**config.mk**
```make
export PLATFORM = sky130hd
export DESIGN_NAME = mips_multicycle_control_flat
export DESIGN_NICKNAME = d
export VERILOG_FILES = /design/src/rtl/mips_pkg.sv /design/src/rtl/mips_multicycle_control_if.sv /design/src/rtl/mips_perf_counter.sv /design/src/rtl/mips_multicycle_control.sv /design/src/flat_wrapper.sv
export SDC_FILE = /design/constraint.sdc
export NUM_CORES = 1
export LEC_CHECK = 0
export CORE_MARGIN = 3
export CORE_UTILIZATION = 45
export DETAILED_ROUTE_END_ITERATION = 12
export GPL_ROUTABILITY_DRIVEN = 1
export PLACE_DENSITY_LB_ADDON = 0.2
export RECOVER_POWER = 50
export SKIP_LAST_GASP = 1
export SLEW_MARGIN = 15
export SYNTH_ARGS = -nofsm -noshare
export SYNTH_HDL_FRONTEND = slang
export SYNTH_HIERARCHICAL = 1
export SYNTH_SLANG_ARGS = --single-unit
```
**constraint.sdc**
```tcl
create_clock -name clk -period 2.2 [get_ports clk]
set_input_delay 0.22 -clock clk [delete_from_list [all_inputs] [get_ports clk]]
set_output_delay 0.22 -clock clk [all_outputs]
set_load 0.05 [all_outputs]
```
**src/rtl/mips_pkg.sv**
```systemverilog
// Shared definitions for the multi-cycle MIPS control unit.
// Contents:
//   - opcode constants
//   - ALUOp, PCSource and ALUSrcB encodings
//   - the 4-bit FSM state enum (FETCH = 0)
package mips_pkg;

  localparam logic [5:0] OP_RTYPE = 6'h00;
  localparam logic [5:0] OP_LW    = 6'h23;
  localparam logic [5:0] OP_SW    = 6'h2B;
  localparam logic [5:0] OP_BEQ   = 6'h04;
  localparam logic [5:0] OP_J     = 6'h02;
  localparam logic [5:0] OP_ADDI  = 6'h08;

  localparam logic [1:0] ALUOP_ADD   = 2'b00;
  localparam logic [1:0] ALUOP_SUB   = 2'b01;
  localparam logic [1:0] ALUOP_FUNCT = 2'b10;

  localparam logic [1:0] PCSRC_ALU    = 2'b00;
  localparam logic [1:0] PCSRC_ALUOUT = 2'b01;
  localparam logic [1:0] PCSRC_JUMP   = 2'b10;

  localparam logic [1:0] SRCB_REG     = 2'b00;
  localparam logic [1:0] SRCB_FOUR    = 2'b01;
  localparam logic [1:0] SRCB_IMM     = 2'b10;
  localparam logic [1:0] SRCB_IMM_SH2 = 2'b11;

  typedef enum logic [3:0] {
    FETCH     = 4'd0,
    DECODE    = 4'd1,
    MEM_ADDR  = 4'd2,
    MEM_READ  = 4'd3,
    MEM_WB    = 4'd4,
    MEM_WRITE = 4'd5,
    EXECUTE   = 4'd6,
    ALU_WB    = 4'd7,
    BRANCH    = 4'd8,
    JUMP      = 4'd9,
    ADDI_EXEC = 4'd10,
    ADDI_WB   = 4'd11
  } state_e;

endpackage

```
**src/rtl/mips_multicycle_control_if.sv**
```systemverilog
// Control bus between the multi-cycle control unit and its datapath.
//   master: control unit (consumes OpCode/mem_ready, drives every enable/select)
//   slave : datapath / memory side
interface mips_multicycle_control_if;
  logic [5:0] OpCode;
  logic       mem_ready;
  logic       PCWrite;
  logic       PCWriteCond;
  logic       IorD;
  logic       MemRead;
  logic       MemWrite;
  logic       MemToReg;
  logic       IRWrite;
  logic       ALUSrcA;
  logic       RegWrite;
  logic       RegDst;
  logic [1:0] PCSource;
  logic [1:0] ALUSrcB;
  logic [1:0] ALUOp;

  modport master (
    input  OpCode, mem_ready,
    output PCWrite, PCWriteCond, IorD, MemRead, MemWrite, MemToReg,
           IRWrite, ALUSrcA, RegWrite, RegDst, PCSource, ALUSrcB, ALUOp
  );

  modport slave (
    output OpCode, mem_ready,
    input  PCWrite, PCWriteCond, IorD, MemRead, MemWrite, MemToReg,
           IRWrite, ALUSrcA, RegWrite, RegDst, PCSource, ALUSrcB, ALUOp
  );
endinterface

```
**src/rtl/mips_perf_counter.sv**
```systemverilog
// Free-running wrap-around event counter.
// Ports:
//   clk     - rising-edge clock
//   clear_n - synchronous active-low clear
//   enable  - count one event this cycle
//   count   - current value (wraps modulo 2^W)
module mips_perf_counter #(
  parameter int W = 32
) (
  input  logic         clk,
  input  logic         clear_n,
  input  logic         enable,
  output logic [W-1:0] count
);

  logic [W-1:0] count_q, count_d;

  always_comb begin
    count_d = count_q;
    if (enable) count_d = count_q + W'(1);
  end

  always_ff @(posedge clk) begin
    if (!clear_n) count_q <= '0;
    else          count_q <= count_d;
  end

  assign count = count_q;

endmodule

```
**src/rtl/mips_multicycle_control.sv**
```systemverilog
// Multi-cycle MIPS control unit: Moore FSM sequencing fetch/decode/execute/
// memory/writeback over a shared-memory, single-ALU datapath.
// Ports:
//   clk, reset  - clock and synchronous active-low reset
//   bus         - OpCode/mem_ready in, all datapath enables and selects out
//   state       - current state encoding (debug)
//   illegal_op  - sticky unsupported-opcode flag, cleared by reset only
//   cycle_count - cycles with reset released
//   instr_count - completed instructions
module mips_multicycle_control
  import mips_pkg::*;
#(
  parameter int COUNT_W      = 32,
  parameter bit SUPPORT_JUMP = 1'b1,
  parameter bit SUPPORT_ADDI = 1'b1,
  parameter bit MEM_WAIT     = 1'b1
) (
  input  logic                   clk,
  input  logic                   reset,
  mips_multicycle_control_if.master bus,
  output logic [3:0]             state,
  output logic                   illegal_op,
  output logic [COUNT_W-1:0]     cycle_count,
  output logic [COUNT_W-1:0]     instr_count
);

  state_e state_q, state_d;
  logic   illegal_q, illegal_d;
  logic   mem_rdy;
  logic   instr_done;

  // Without wait-state support every memory access completes in one cycle.
  assign mem_rdy = MEM_WAIT ? bus.mem_ready : 1'b1;

  always_comb begin
    state_d    = state_q;
    illegal_d  = illegal_q;
    instr_done = 1'b0;
    case (state_q)
      FETCH:    if (mem_rdy) state_d = DECODE;
      DECODE: begin
        case (bus.OpCode)
          OP_LW, OP_SW: state_d = MEM_ADDR;
          OP_RTYPE:     state_d = EXECUTE;
          OP_BEQ:       state_d = BRANCH;
          OP_J: begin
            if (SUPPORT_JUMP) state_d = JUMP;
            else begin
              state_d   = FETCH;
              illegal_d = 1'b1;
            end
          end
          OP_ADDI: begin
            if (SUPPORT_ADDI) state_d = ADDI_EXEC;
            else begin
              state_d   = FETCH;
              illegal_d = 1'b1;
            end
          end
          default: begin
            state_d   = FETCH;
            illegal_d = 1'b1;
          end
        endcase
      end
      // Only lw/sw reach MEM_ADDR, so anything but lw is a store.
      MEM_ADDR:  state_d = (bus.OpCode == OP_LW) ? MEM_READ : MEM_WRITE;
      MEM_READ:  if (mem_rdy) state_d = MEM_WB;
      MEM_WRITE: begin
        if (mem_rdy) begin
          state_d    = FETCH;
          instr_done = 1'b1;
        end
      end
      EXECUTE:   state_d = ALU_WB;
      ADDI_EXEC: state_d = ADDI_WB;
      MEM_WB, ALU_WB, BRANCH, JUMP, ADDI_WB: begin
        state_d    = FETCH;
        instr_done = 1'b1;
      end
      default:   state_d = FETCH;
    endcase
  end

  // Moore outputs; everything is held at 0 while reset is asserted so the
  // PC and memory cannot be written during reset.
  always_comb begin
    bus.PCWrite     = 1'b0;
    bus.PCWriteCond = 1'b0;
    bus.IorD        = 1'b0;
    bus.MemRead     = 1'b0;
    bus.MemWrite    = 1'b0;
    bus.MemToReg    = 1'b0;
    bus.IRWrite     = 1'b0;
    bus.ALUSrcA     = 1'b0;
    bus.RegWrite    = 1'b0;
    bus.RegDst      = 1'b0;
    bus.PCSource    = PCSRC_ALU;
    bus.ALUSrcB     = SRCB_REG;
    bus.ALUOp       = ALUOP_ADD;
    if (reset) begin
      case (state_q)
        FETCH: begin
          bus.MemRead = 1'b1;
          bus.ALUSrcB = SRCB_FOUR;
          bus.IRWrite = mem_rdy;
          bus.PCWrite = mem_rdy;
        end
        DECODE:    bus.ALUSrcB = SRCB_IMM_SH2;
        MEM_ADDR, ADDI_EXEC: begin
          bus.ALUSrcA = 1'b1;
          bus.ALUSrcB = SRCB_IMM;
        end
        MEM_READ: begin
          bus.MemRead = 1'b1;
          bus.IorD    = 1'b1;
        end
        MEM_WB: begin
          bus.RegWrite = 1'b1;
          bus.MemToReg = 1'b1;
        end
        MEM_WRITE: begin
          bus.MemWrite = 1'b1;
          bus.IorD     = 1'b1;
        end
        EXECUTE: begin
          bus.ALUSrcA = 1'b1;
          bus.ALUOp   = ALUOP_FUNCT;
        end
        ALU_WB: begin
          bus.RegDst   = 1'b1;
          bus.RegWrite = 1'b1;
        end
        BRANCH: begin
          bus.ALUSrcA     = 1'b1;
          bus.ALUOp       = ALUOP_SUB;
          bus.PCWriteCond = 1'b1;
          bus.PCSource    = PCSRC_ALUOUT;
        end
        JUMP: begin
          bus.PCWrite  = 1'b1;
          bus.PCSource = PCSRC_JUMP;
        end
        ADDI_WB:   bus.RegWrite = 1'b1;
        default: ;
      endcase
    end
  end

  always_ff @(posedge clk) begin
    if (!reset) begin
      state_q   <= FETCH;
      illegal_q <= 1'b0;
    end else begin
      state_q   <= state_d;
      illegal_q <= illegal_d;
    end
  end

  assign state      = state_q;
  assign illegal_op = illegal_q;

  mips_perf_counter #(.W(COUNT_W)) u_cycle_counter (
    .clk     (clk),
    .clear_n (reset),
    .enable  (1'b1),
    .count   (cycle_count)
  );

  mips_perf_counter #(.W(COUNT_W)) u_instr_counter (
    .clk     (clk),
    .clear_n (reset),
    .enable  (instr_done),
    .count   (instr_count)
  );

endmodule

```
**src/flat_wrapper.sv**
```systemverilog
// flat-port wrapper written by rule: the top's interface ports become plain ports
module mips_multicycle_control_flat import mips_pkg::*;
#(
  parameter int COUNT_W      = 32,
  parameter bit SUPPORT_JUMP = 1'b1,
  parameter bit SUPPORT_ADDI = 1'b1,
  parameter bit MEM_WAIT     = 1'b1
)
  (clk, reset, state, illegal_op, cycle_count, instr_count, bus_OpCode, bus_mem_ready, bus_PCWrite, bus_PCWriteCond, bus_IorD, bus_MemRead, bus_MemWrite, bus_MemToReg, bus_IRWrite, bus_ALUSrcA, bus_RegWrite, bus_RegDst, bus_PCSource, bus_ALUSrcB, bus_ALUOp);
  mips_multicycle_control_if bus_i ();
  input  logic clk;
  input  logic reset;
  output logic [3:0] state;
  output logic illegal_op;
  output logic [COUNT_W-1:0] cycle_count;
  output logic [COUNT_W-1:0] instr_count;
  input wire logic [$bits(bus_i.OpCode)-1:0] bus_OpCode;
  input wire logic [$bits(bus_i.mem_ready)-1:0] bus_mem_ready;
  output wire logic [$bits(bus_i.PCWrite)-1:0] bus_PCWrite;
  output wire logic [$bits(bus_i.PCWriteCond)-1:0] bus_PCWriteCond;
  output wire logic [$bits(bus_i.IorD)-1:0] bus_IorD;
  output wire logic [$bits(bus_i.MemRead)-1:0] bus_MemRead;
  output wire logic [$bits(bus_i.MemWrite)-1:0] bus_MemWrite;
  output wire logic [$bits(bus_i.MemToReg)-1:0] bus_MemToReg;
  output wire logic [$bits(bus_i.IRWrite)-1:0] bus_IRWrite;
  output wire logic [$bits(bus_i.ALUSrcA)-1:0] bus_ALUSrcA;
  output wire logic [$bits(bus_i.RegWrite)-1:0] bus_RegWrite;
  output wire logic [$bits(bus_i.RegDst)-1:0] bus_RegDst;
  output wire logic [$bits(bus_i.PCSource)-1:0] bus_PCSource;
  output wire logic [$bits(bus_i.ALUSrcB)-1:0] bus_ALUSrcB;
  output wire logic [$bits(bus_i.ALUOp)-1:0] bus_ALUOp;
  assign bus_i.OpCode = bus_OpCode;
  assign bus_i.mem_ready = bus_mem_ready;
  assign bus_PCWrite = bus_i.PCWrite;
  assign bus_PCWriteCond = bus_i.PCWriteCond;
  assign bus_IorD = bus_i.IorD;
  assign bus_MemRead = bus_i.MemRead;
  assign bus_MemWrite = bus_i.MemWrite;
  assign bus_MemToReg = bus_i.MemToReg;
  assign bus_IRWrite = bus_i.IRWrite;
  assign bus_ALUSrcA = bus_i.ALUSrcA;
  assign bus_RegWrite = bus_i.RegWrite;
  assign bus_RegDst = bus_i.RegDst;
  assign bus_PCSource = bus_i.PCSource;
  assign bus_ALUSrcB = bus_i.ALUSrcB;
  assign bus_ALUOp = bus_i.ALUOp;
  mips_multicycle_control #(.COUNT_W(COUNT_W), .SUPPORT_JUMP(SUPPORT_JUMP), .SUPPORT_ADDI(SUPPORT_ADDI), .MEM_WAIT(MEM_WAIT)) u_core (.clk(clk), .reset(reset), .bus(bus_i), .state(state), .illegal_op(illegal_op), .cycle_count(cycle_count), .instr_count(instr_count));
endmodule
```
==> results.sh, run 1 <==
export IMPL_grt_pass1_vias=3473
export IMPL_synth_distinct_cells=58
export IMPL_endpoint_kind="flip-flop"
export IMPL_synth_edf_count=0
export IMPL_syn_area_sq_um=3790
export IMPL_route_vias_total=3677
export IMPL_max_cap_violations=0
export IMPL_grt_first_pass_wirelength_um=16600
export IMPL_routed_wl_met3_um=515
export IMPL_worstSetupPathType="flip-flop to flip-flop"
export IMPL_drc=0
export IMPL_fin_util_pct=65.1
export IMPL_required_ns=2.43
export IMPL_tightestPinTransition_ns=0.646
export IMPL_wirelength_um=9840
export IMPL_n_fill_cell=687
export IMPL_crit_start="u_core/state[0]$_SDFFE_PN0P_"
export IMPL_drtIter0Drc=219
export IMPL_post_route_period_util_pct=91.1
export IMPL_postSynthCellCount=443
export IMPL_io_buffers=93
export IMPL_hold_buffers=0
export IMPL_grt_overflow_total=0
export IMPL_critical_path_max_fanout=8
export IMPL_hp_class="input pin to flip-flop"
export IMPL_power_density_nw_per_um2=552
export IMPL_setup_viol_count_final=0
export IMPL_io_pins=94
export IMPL_clock_power_share_pct=48.0
export IMPL_rsz0062_at_grt="false"
export IMPL_crit_buf_inv=2
export IMPL_syn_num_nets=454
export IMPL_ant_nets=0
export IMPL_min_from="reset"
export IMPL_grt_usage_pct=20.5
export IMPL_chipHeight_um=97.8
export IMPL_final_area_sq_um=5180
export IMPL_status="completed"
export IMPL_fin_nets=548
export IMPL_regToRegStartpoint="u_core/state[0]$_SDFFE_PN0P_"
export IMPL_cts_buffer_depth=2
export IMPL_swShare_pct=22.4
export IMPL_final_common_cell="dfxtp_1"
export IMPL_rrSetupSlack_ns=0.20
export IMPL_fp_dieArea_sq_um=9560
export IMPL_yosys_most_used_dff="dfxtp_1"
export IMPL_initial_core_util_pct=47.6
export IMPL_die_w_um=97.8
export IMPL_wl_met1_um=4680
export IMPL_switching_power_mw=0.639
export IMPL_slowest_stage="dfxtp_2"
export IMPL_rows=32
export IMPL_grt_antenna_before_repair=0
export IMPL_fin_crit_ns=2.00
export IMPL_seqPwrFrac_pct=44.1
export IMPL_final_cell_mix="dfxtp_1 (65), nor2_1 (43), dlygate4sd3_1 (42), clkdlybuf4s50_1 (34), nand2_1 (31)"
export IMPL_vdd_drop_max_v=0.000342
export IMPL_routedWlPerCell_um=15.3
export IMPL_start_kind="flip-flop"
export IMPL_root_buffer="clkbuf_8"
export IMPL_yosysWarningCount=6
export IMPL_viasPerCell=5.71
export IMPL_syn_avg_cell_area_sq_um=8.56
export IMPL_async_flop_share_pct=0
export IMPL_firstDrtPassIters=7
export IMPL_cts_sinks=69
export IMPL_path_common_cell="buf_4"
export IMPL_fin_worst_skew_ns=0.0143
export IMPL_place_gp_congestion=0.908
export IMPL_slew_headroom_pct=56.9
export IMPL_internal_power_mw=2.22
export IMPL_grt_max_degree=29
export IMPL_diodes=0
export IMPL_worstSkewPairLatency_ns=0.33
export IMPL_hpwl_um=7110
export IMPL_wl_met2_um=4560
export IMPL_hold_violations=0
export IMPL_critical_path_max_stage_delay_ns=0.37
export IMPL_place_area_sq_um=5010
export IMPL_path_clk_slew_ns=0.08
export IMPL_cp_arrival_ns=2.23
export IMPL_crit_family="simple AND/OR/NAND/NOR gates"
export IMPL_cts_tree="yes"
export IMPL_ys_seq_area_share_pct=36.4
export IMPL_top_layer_used="met4"
export IMPL_drive_above_1_share_pct=13.3
export IMPL_slew_violations=0
export IMPL_placeableCoreArea_sq_um=7970
export IMPL_numCtsBuffers=9
export IMPL_areaGrowthSynthToFinish_pct=36.8
export IMPL_p_leak_nw=1.97
export IMPL_crit_chain="and2b_4 > nor3_2 > buf_4 > and4_2 > nand3_1 > buf_4 > o41ai_1"
export IMPL_synth_seq_cells=69
export IMPL_htree_levels=3
export IMPL_fmax_mhz=499
export IMPL_comb_power_share_pct=7.9
[state kept, by name, indices dropped and copies added, names as in the netlist]
name	cells
u_core/u_cycle_counter/count	32
u_core/u_instr_counter/count	32
u_core/state	4
u_core/illegal_op	1
[worst paths after layout]
path                                                         to  cells after the start
hold reg to reg   u_core/u_instr_counter/count[31]$_SDFFE_PN0P_                      2
setup reg to reg  u_core/u_instr_counter/count[21]$_SDFFE_PN0P_                      7
hold / removal                     u_core/state[3]$_SDFFE_PN0P_                      3
setup / recovery  u_core/u_instr_counter/count[21]$_SDFFE_PN0P_                      7
[worst reg2reg max path, delay by kind of cell (launching register included)]
kind            cells  cell delay (ns)
compound gates      1             0.30
flops               1             0.37
simple gates        4             0.86
buf+inv             2             0.37
[power groups by stage]
stage | sequential [mW] | combinational, mW | clock [mW]
6_report | 1.26 | 0.226 | 1.37
5_1_grt | 1.26 | 0.244 | 1.46
4_1_cts | 1.26 | 0.240 | 1.41
3_5_place_dp | 1.29 | 0.239 | 0
3_3_place_gp | 1.29 | 0.235 | 0
2_1_floorplan | 1.32 | 0.116 | 0
[cell usage after synthesis, types with 9 or more instances]
cell type / instances / area share, %
a21oi_1: 19 / 2.5
xor2_1: 20 / 4.6
mux2i_1: 10 / 2.6
nand4_1: 20 / 3.3
dfxtp_1: 69 / 36
inv_1: 13 / 1.3
nand2_1: 31 / 3.1
clkbuf_1: 16 / 1.6
and4_1: 9 / 2.1
o21ai_0: 9 / 1.2
nand3_1: 20 / 2.6
xnor2_1: 9 / 2.1
o311ai_0: 10 / 2.3
nor2_1: 42 / 4.2
nor3_1: 12 / 1.6
o41ai_1: 15 / 3.5
nand2b_1: 21 / 3.5
[logic make-up (layout without fill, tap and decap cells)]
group	Yosys count	count (layout)	share of synthesized area, %
mux	10	10	2.64
compound gates	81	81	16.4
buf+inv	45	144	6.24
other cells	1	1	0.0989
simple gates	205	205	30.5
fa+ha+maj	3	3	0.957
flops	69	69	36.4
xor+xnor	29	29	6.70
[routing by layer]
layer / vias up / track usage (%)
met2: 102 / 31.8
met4: 0 / 6.39
met5: - / 0
met1: 1733 / 28.2
li1: 1836 / -
met3: 6 / 4.79
[through the flow]
stage | instances | worst slack, ns | power, mW | setup TNS (ns) | hold WS (ns)
after floorplan | 443 | -0.0625 | 1.43 | -0.106 | 0.370
after global placement | 628 | -0.169 | 1.53 | -1.86 | 0.451
after detailed placement | 628 | -0.226 | 1.53 | -2.50 | 0.463
after CTS | 644 | 0.0881 | 2.91 | 0 | 0.229
after global routing | 644 | 0.0465 | 2.97 | 0 | 0.330
final | 644 | 0.196 | 2.86 | 0 | 0.297
[timing repair]
item / CTS / global route
setup endpoints to repair: 0 / 15
gates resized for setup: 0 / 5
setup buffers: 0 / 0
[area by class of cell]
cell class | count | area, sq um | area share, %
Sequential cell | 69 | 1390 | 26.9
Inverter | 13 | 48.8 | 0.941
Multi-Input combinational cell | 329 | 2190 | 42.3
Clock inverter | 4 | 98.8 | 1.91
Clock buffer | 12 | 176 | 3.40
Tap cell | 102 | 128 | 2.46
Timing Repair Buffer | 115 | 1150 | 22.2
(Power assumes the default switching activity.)
==> run 2, diff against run 1 <==
- CORE_UTILIZATION: 45 -> 40
==> results.sh, run 2 (synthesis results as in run 1) <==
export IMPL_slew_headroom_pct=50.5
export IMPL_final_common_cell="dfxtp_1"
export IMPL_fin_util_pct=57.3
export IMPL_multi_input_area_sq_um=2180
export IMPL_initial_core_util_pct=42.2
export IMPL_grt_antenna_before_repair=0
export IMPL_pre_cts_ws_ns=-0.215
export IMPL_worstSkewPairLatency_ns=0.34
export IMPL_vdd_drop_max_v=0.000250
export IMPL_drtIter0Drc=173
export IMPL_path_clk_slew_ns=0.07
export IMPL_rows=34
export IMPL_numCtsBuffers=9
export IMPL_routedWlPerCell_um=14.7
export IMPL_drive_above_1_share_pct=13.5
export IMPL_status="completed"
export IMPL_slew_violations=0
export IMPL_endpoint_kind="output pin"
export IMPL_cts_buffer_depth=2
export IMPL_final_area_sq_um=5140
export IMPL_place_gp_congestion=0.852
export IMPL_chipHeight_um=103
export IMPL_hold_buffers=0
export IMPL_grt_usage_pct=19.0
export IMPL_setup_viol_count_final=0
export IMPL_viasPerCell=5.52
export IMPL_ant_nets=0
export IMPL_post_route_period_util_pct=96.0
export IMPL_max_cap_violations=0
export IMPL_io_pins=94
export IMPL_register_area_sq_um=1390
export IMPL_grt_max_degree=24
export IMPL_grt_overflow_total=0
export IMPL_worstSetupPathType="flip-flop to output pin"
export IMPL_p_total_mw=2.35
export IMPL_htree_levels=3
export IMPL_ctsResizeCount=0
export IMPL_cts_tree="yes"
export IMPL_cp_arrival_ns=1.89
export IMPL_fmax_mhz=473
export IMPL_placeableCoreArea_sq_um=8980
export IMPL_fin_worst_skew_ns=0.0114
export IMPL_route_vias_total=3681
export IMPL_finalSetupTns_ns=0
export IMPL_rsz0062_at_grt="false"
export IMPL_tightestPinTransition_ns=0.742
export IMPL_areaGrowthSynthToFinish_pct=35.6
export IMPL_cts_sinks=69
export IMPL_diodes=0
export IMPL_hold_violations=0
export IMPL_place_area_sq_um=5040
export IMPL_fp_dieArea_sq_um=10700
export IMPL_p_leak_nw=1.89
export IMPL_cts_setup_buffers=0
export IMPL_setup_ws_ns=0.0877
export IMPL_hpwl_um=7120
export IMPL_drc=0
export IMPL_io_buffers=93
export IMPL_hold_slack_ns=0.408
export IMPL_final_cell_mix="dfxtp_1 (65), nor2_1 (43), clkdlybuf4s50_1 (40), dlygate4sd3_1 (36), nand2_1 (31)"
export IMPL_firstDrtPassIters=4
export IMPL_n_fill_cell=833
export IMPL_die_w_um=103
export IMPL_start_kind="flip-flop"
export IMPL_power_density_nw_per_um2=457
export IMPL_grt_first_pass_wirelength_um=16600
export IMPL_fin_crit_ns=2.11
export IMPL_critical_path_max_fanout=13
export IMPL_root_buffer="clkbuf_8"
export IMPL_fin_nets=548
export IMPL_wirelength_um=9820
export IMPL_grt_pass1_vias=3477
export IMPL_required_ns=1.98
export IMPL_stdcell_count=667
export IMPL_placedCellCount=652
export IMPL_hp_class="input pin to flip-flop"
==> run 2: path summary, 6_finish.rpt <==
kind	slack, ns	cells past startpoint	from	endpoint
setup reg to reg	0.19	7	u_core/state[1]$_SDFFE_PN0P_	u_core/u_instr_counter/count[19]$_SDFFE_PN0P_
hold reg to reg	0.47	2	u_core/u_instr_counter/count[31]$_SDFFE_PN0P_	u_core/u_instr_counter/count[31]$_SDFFE_PN0P_
hold / removal	0.41	3	reset	u_core/u_cycle_counter/count[27]$_SDFFE_PN0P_
setup / recovery	0.09	2	u_core/state[2]$_SDFFE_PN0P_	state[2]
==> run 2: where the power goes <==
part           total [mW]  switching (mW)  internal, mW
registers            1.26         0.00728          1.25
clock network       0.861           0.464         0.397
logic               0.227           0.148        0.0789
==> run 2: metal layers <==
layer	GRT usage [%]	routed length, um	vias to the layer above
met4	5.48	97	0
met1	26.5	4710	1747
met2	29.8	4560	95
met5	0	0	-
li1	-	-	1829
met3	3.76	449	10
==> run 2: worst max-delay path, stage by stage, from the launching register on <==
cell and delay (ns):
dfxtp_4 0.40, clkbuf_2 0.29, clkdlybuf4s50_1 0.87
==> run 2: area by class of cell <==
type,count,area share [%]
sequential,69,27.1
clock buffer,10,2.48
tap,126,3.07
clock inverter,5,0.560
inverter,13,0.949
multi-input combinational,329,42.5
timing repair buffer,115,23.4
